===== src/rtl/r_type_exec_ctrl.sv =====
// r_type_exec_ctrl: four-cycle fetch/decode/execute/write-back controller for MIPS R-type words.
// Operands come from an external register file; results return through the W_* port.
//
// state | meaning
// IF    | wait for Run, latch instruction word, advance PC
// ID    | latch register operands, reject unsupported words
// EX    | compute ALU result and register ZF/OF
// WB    | present result and write strobe to the register file
module r_type_exec_ctrl #(
    parameter logic [31:0] PC_RESET = 32'h0000_0000,
    parameter logic [31:0] PC_STEP  = 32'd4
) (
    input  logic        Clka,
    input  logic        Reset,
    input  logic        Run,
    output logic [31:0] Inst_Addr,
    input  logic [31:0] Inst_Data,
    output logic [4:0]  R_Addr_A,
    output logic [4:0]  R_Addr_B,
    input  logic [31:0] R_Data_A,
    input  logic [31:0] R_Data_B,
    output logic [4:0]  W_Addr,
    output logic [31:0] W_Data,
    output logic        Write_Reg,
    output logic        ZF,
    output logic        OF,
    output logic        Illegal,
    output logic        Inst_Done
);

    typedef enum logic [1:0] {S_IF, S_ID, S_EX, S_WB} state_t;

    localparam logic [5:0] F_ADD  = 6'b100000;
    localparam logic [5:0] F_ADDU = 6'b100001;
    localparam logic [5:0] F_SUB  = 6'b100010;
    localparam logic [5:0] F_SUBU = 6'b100011;
    localparam logic [5:0] F_AND  = 6'b100100;
    localparam logic [5:0] F_OR   = 6'b100101;
    localparam logic [5:0] F_XOR  = 6'b100110;
    localparam logic [5:0] F_NOR  = 6'b100111;
    localparam logic [5:0] F_SLT  = 6'b101010;
    localparam logic [5:0] F_SLTU = 6'b101011;
    localparam logic [5:0] F_SLL  = 6'b000000;
    localparam logic [5:0] F_SRL  = 6'b000010;
    localparam logic [5:0] F_SRA  = 6'b000011;

    state_t      state;
    state_t      state_nxt;
    logic [31:0] pc;
    logic [31:0] ir;
    logic [31:0] opa;
    logic [31:0] opb;
    logic [31:0] w_data_q;
    logic        zf_q;
    logic        of_q;

    logic [5:0]  funct;
    logic [4:0]  shamt;
    logic        funct_ok;
    logic        legal;
    logic        is_add_sub;
    logic [31:0] alu_f;
    logic        alu_of;

    assign funct      = ir[5:0];
    assign shamt      = ir[10:6];
    assign is_add_sub = (funct == F_ADD) || (funct == F_SUB);
    assign legal      = (ir[31:26] == 6'd0) && funct_ok;

    assign Inst_Addr = pc;
    assign R_Addr_A  = ir[25:21];
    assign R_Addr_B  = ir[20:16];
    assign W_Addr    = ir[15:11];
    assign W_Data    = w_data_q;
    assign ZF        = zf_q;
    assign OF        = of_q;

    always_comb begin
        funct_ok = 1'b0;
        case (funct)
            F_ADD, F_ADDU, F_SUB, F_SUBU, F_AND, F_OR, F_XOR, F_NOR,
            F_SLT, F_SLTU, F_SLL, F_SRL, F_SRA: funct_ok = 1'b1;
            default:                            funct_ok = 1'b0;
        endcase
    end

    always_comb begin
        alu_f  = '0;
        alu_of = 1'b0;
        case (funct)
            F_ADD, F_ADDU: alu_f = opa + opb;
            F_SUB, F_SUBU: alu_f = opa - opb;
            F_AND:         alu_f = opa & opb;
            F_OR:          alu_f = opa | opb;
            F_XOR:         alu_f = opa ^ opb;
            F_NOR:         alu_f = ~(opa | opb);
            F_SLT:         alu_f = {31'd0, $signed(opa) < $signed(opb)};
            F_SLTU:        alu_f = {31'd0, opa < opb};
            F_SLL:         alu_f = opb << shamt;
            F_SRL:         alu_f = opb >> shamt;
            F_SRA:         alu_f = $unsigned($signed(opb) >>> shamt);
            default:       alu_f = '0;
        endcase
        // Only the trapping forms report overflow; addu/subu wrap silently.
        if (funct == F_ADD) begin
            alu_of = (opa[31] == opb[31]) && (alu_f[31] != opa[31]);
        end else if (funct == F_SUB) begin
            alu_of = (opa[31] != opb[31]) && (alu_f[31] != opa[31]);
        end
    end

    always_comb begin
        state_nxt = state;
        Write_Reg = 1'b0;
        Illegal   = 1'b0;
        Inst_Done = 1'b0;
        case (state)
            S_IF: begin
                if (Run) begin
                    state_nxt = S_ID;
                end
            end
            S_ID: begin
                if (legal) begin
                    state_nxt = S_EX;
                end else begin
                    Illegal   = 1'b1;
                    state_nxt = S_IF;
                end
            end
            S_EX: begin
                state_nxt = S_WB;
            end
            S_WB: begin
                // rd==0 covers the all-zero word (sll $0,$0,0).
                Write_Reg = (ir[15:11] != 5'd0) && !(of_q && is_add_sub);
                Inst_Done = 1'b1;
                state_nxt = S_IF;
            end
            default: begin
                state_nxt = S_IF;
            end
        endcase
    end

    always_ff @(posedge Clka or posedge Reset) begin
        if (Reset) begin
            state    <= S_IF;
            pc       <= PC_RESET;
            ir       <= '0;
            opa      <= '0;
            opb      <= '0;
            w_data_q <= '0;
            zf_q     <= 1'b0;
            of_q     <= 1'b0;
        end else begin
            state <= state_nxt;
            case (state)
                S_IF: begin
                    if (Run) begin
                        ir <= Inst_Data;
                        pc <= pc + PC_STEP;
                    end
                end
                S_ID: begin
                    opa <= R_Data_A;
                    opb <= R_Data_B;
                end
                S_EX: begin
                    w_data_q <= alu_f;
                    zf_q     <= (alu_f == 32'd0);
                    of_q     <= alu_of;
                end
                default: begin
                end
            endcase
        end
    end

endmodule


===== config.mk =====
export PLATFORM = sky130hd
export DESIGN_NAME = r_type_exec_ctrl
export DESIGN_NICKNAME = d
export VERILOG_FILES = /design/src/rtl/r_type_exec_ctrl.sv
export SDC_FILE = /design/constraint.sdc
export NUM_CORES = 1
export LEC_CHECK = 0
export CAP_MARGIN = 10
export CORE_ASPECT_RATIO = 1.75
export CORE_MARGIN = 10
export CORE_UTILIZATION = 45
export CTS_CLUSTER_SIZE = 10
export DETAILED_ROUTE_END_ITERATION = 12
export MAX_ROUTING_LAYER = met4
export PLACE_DENSITY = 0.72
export SLEW_MARGIN = 10
export SYNTH_ARGS = -nofsm -noshare
export SYNTH_HDL_FRONTEND = slang
export SYNTH_SLANG_ARGS = --single-unit

===== constraint.sdc =====
create_clock -name Clka -period 9.1 [get_ports Clka]
set_clock_uncertainty 0.1 [all_clocks]
set_input_delay 1.82 -clock Clka [delete_from_list [all_inputs] [get_ports Clka]]
set_output_delay 1.82 -clock Clka [all_outputs]
set_load 0.01 [all_outputs]

==> PnR_summary.wiki <==
{| class="wikitable"
! Metric !! Value
|-
| Leakage power figure || 0.00781 uW
|-
| Cell with the most instances after synthesis || nand2_1
|-
| Sum Neg Setup Slack || 0 ns
|-
| Core Area || 0.0368 sq mm
|-
| Total via count in the routed design || 17208
|-
| Number of antenna-violating nets in the routed design || 0
|-
| Power Dens Cells || 220 mW/mm^2
|-
| Clock tree from TritonCTS || built
|-
| Ordered list of cells on the worst path || buf_4 -> mux4_1 -> mux2i_1 -> nor2_1 -> nor4_1 -> o221a_2 -> o2111ai_1 -> nor4_2 -> nand4_1 -> nor4b_2 -> nand4_1 -> o41ai_2
|-
| Category of the worst setup path capture point || flip-flop
|-
| Register bit total from synthesis || 162
|-
| Most repeated library cell on the critical path || nand4_1
|-
| Layout net count || 2284
|-
| Post-detailed-route via-to-cell ratio || 6.69
|-
| Cell type with the largest total area after synthesis || dfrtp_1
|-
| Cell at the root of the clock tree || clkbuf_16
|-
| CP Class || flip-flop to flip-flop
|-
| Number of buffers added for setup after CTS || 0
|-
| YS warnings || 0
|-
| Total global-route track usage || 35.9%
|-
| Max-capacitance violation count || 0
|-
| Crit-path max cell delay || 0.96 ns
|-
| Mean instance size in the synthesized netlist || 8.27 sq um
|-
| DIE AREA || 0.0455 sq mm
|-
| Pins over their slew limit || 0
|-
| Number of top-level design ports || 183
|-
| Headroom to the max-slew limit || 22.9%
|-
| Final routed DRC violation total || 0
|-
| Number of global-route vias before repair || 17172
|-
| DP HPWL || 62100 microns
|-
| Final GP Congestion || 1.09
|-
| Chip width || 166 microns
|-
| Number of cell rows || 93
|-
| Commonest cells post-synth || nand2_1, o21ai_0, dfrtp_1
|-
| P&R area growth vs syn || 14.7%
|-
| Pin slew with the least headroom to its limit || 1.14 ns
|-
| Data arrival time at the worst-slack endpoint || 5.64 ns
|-
| Unique masters post-synth || 90
|-
| Initial detailed-routing violation count || 1868
|-
| Hold Fails Final Rpt || 0
|-
| Clock network latency to the later pin of the worst-skew pair || 0.47 ns
|-
| Kind of cell with the highest combined delay on the critical path || simple AND/OR/NAND/NOR gates
|-
| Crit path time final || 5.38 ns
|-
| DR WL/cell || 31.3 microns
|-
| Number of setup violations in the final report || 0
|-
| Smallest hold slack || 0.393 ns
|-
| Number of buffer cells added on primary ports || 180
|-
| Maximum clock path buffer count || 2
|-
| Peak fanout along the critical path || 61
|-
| Critical path data required time || 9.36 ns
|-
| Main area contributors after synthesis || dfrtp_1, ha_1, mux2i_1
|-
| Number of buffers added to fix hold violations after cts || 0
|-
| Initial antenna violation count || 3
|-
| Die height || 275 microns
|-
| Cells resized by post-CTS repair || 0
|-
| DRT Wirelength || 80500 microns
|-
| Proportion of register bits with asynchronous set or reset after synthesis || 100%
|-
| Type of the worst min-delay path || flip-flop to flip-flop
|-
| Worst path buffer plus inverter count || 1
|-
| Total CTS buffers || 17
|-
| Status || complete, no violations
|-
| Peak Freq || 0.186 GHz
|-
| Area share of the largest cell type after synthesis || 24.3%
|-
| Largest voltage drop on the vdd net || 0.000129 V
|-
| Number of search-and-repair iterations in the first detailed-routing pass || 7
|-
| Clock edge transition at the registers on the reported setup and hold paths || 0.08 ns
|-
| Primary flip-flop cell chosen by synthesis mapping || dfrtp_1
|-
| Clock tree sinks || 162
|-
| Fraction of layout instances using a drive strength above 1 || 9.79%
|-
| Unrepaired setup endpoints after global routing || false
|-
| Instance count of the mapped netlist || 2016
|-
| Number of enable flip-flop cells after synthesis || 0
|-
| Sequential cell area fraction in the yosys report || 24.3%
|-
| Netlist Area Pre-Place || 0.0167 sq mm
|-
| Overflow after GRT || 0
|-
| Largest net degree at the start of global routing || 98
|-
| Critical path launch point type || flip-flop
|-
| H-tree depth || 4
|-
| Initial cell density of the core || 45.4%
|-
| Slowest cell on crit path || dfrtp_4
|-
| Final clock period utilization by the worst path || 59.2%
|-
| First-pass GRT wire length || 116000 microns
|-
| Filler cell count in the final layout || 3531
|}
cell usage in the layout, fill, tap and decap left out, types with 12 or more instances in the layout:
cell | synthesis | routed
nor4_1 | 18 | 17
a22oi_1 | 23 | 23
o21ai_0 | 174 | 174
buf_4 | 26 | 34
nor2_1 | 135 | 135
a211oi_1 | 29 | 29
clkdlybuf4s50_1 | 0 | 180
o22ai_1 | 34 | 34
mux2_2 | 55 | 55
a221oi_1 | 12 | 12
o211ai_1 | 34 | 34
o221ai_1 | 12 | 12
mux4_2 | 41 | 41
nand2b_1 | 15 | 14
mux2i_1 | 109 | 109
clkbuf_16 | 0 | 17
inv_1 | 102 | 101
and3_1 | 12 | 12
a21oi_1 | 120 | 120
ha_1 | 103 | 103
nand2_1 | 225 | 225
dfrtp_1 | 162 | 156
xnor2_1 | 71 | 71
o31ai_1 | 14 | 14
nand3_1 | 49 | 49
nand4_1 | 20 | 20
a31oi_1 | 15 | 15
nor3_1 | 44 | 44
nor2b_1 | 22 | 21
through the flow:
step           instances  total power, uW  area [sq um]  utilization (%)  worst slack, ns
6_report            2571             4220         19100             52.1             3.72
5_1_grt             2570             4400         19100             52.1             3.58
3_5_place_dp        2536             3390         18600             50.5             3.90
3_3_place_gp        2536             3390         18600             50.5             3.97
2_1_floorplan       2017             2510         16700                -             2.80
4_1_cts             2568             4150         19100             52.0             3.87
power breakdown:
part,internal (uW),leakage [uW],total [uW],switching (uW)
Sequential,837,0.00206,1090,253
Combinational,907,0.00548,2380,1470
Clock,366,0.000276,749,383
Total,2110,0.00781,4220,2110
flip-flops by register name (all words and copies together) (netlist names), named ones only:
signal     flops
W_Data        32
ir            32
opa           32
opb           32
Inst_Addr     30
OF             1
ZF             1
state          1
metal layers:
layer  GRT usage, %  wire [microns]
met5              -               0
met4           26.6            7150
met3           6.95            5880
met2           59.4           39900
met1           36.8           27500
cells by family (layout without fill, tap and decap cells):
kind of cell | after synthesis | after routing | synth area share (%)
adders and majority gates | 105 | 105 | 7.97
buffers and inverters | 278 | 354 | 7.36
AOI/OAI and AO/OA | 588 | 588 | 22.9
muxes | 210 | 210 | 16.6
and+or+nand+nor | 592 | 592 | 16.7
other | 1 | 5 | 0.0225
DFF | 162 | 162 | 24.3
xor gates and xnor gates | 80 | 80 | 4.20
final cells by class:
class | instances | area (sq um) | share of cell area (%)
inverters | 108 | 410 | 2.14
well taps | 475 | 594 | 3.10
diodes | 3 | 7.51 | 0.0392
flip-flops and latches | 162 | 4070 | 21.3
repair buffers | 214 | 2060 | 10.7
clock buffers | 18 | 429 | 2.24
multi-input cells | 1577 | 11400 | 59.7
clock inverters | 14 | 143 | 0.745
worst paths after layout:
kind                                     endpoint              startpoint  cells past startpoint  slack, ns
max                                ZF$_DFFE_PP0P_       ir[7]$_DFFE_PP0P_                     12       3.72
min                        W_Data[24]$_DFFE_PP0P_  W_Data[24]$_DFFE_PP0P_                      1       0.39
max reg2reg                        ZF$_DFFE_PP0P_       ir[7]$_DFFE_PP0P_                     12       3.72
min reg2reg                W_Data[24]$_DFFE_PP0P_  W_Data[24]$_DFFE_PP0P_                      1       0.39
max in group asynchronous       ir[8]$_DFFE_PP0P_                   Reset                      3       5.56
min in group asynchronous     opb[15]$_DFFE_PP0P_                   Reset                      2       1.83
Note: power is estimated with default switching activity, not from simulation.
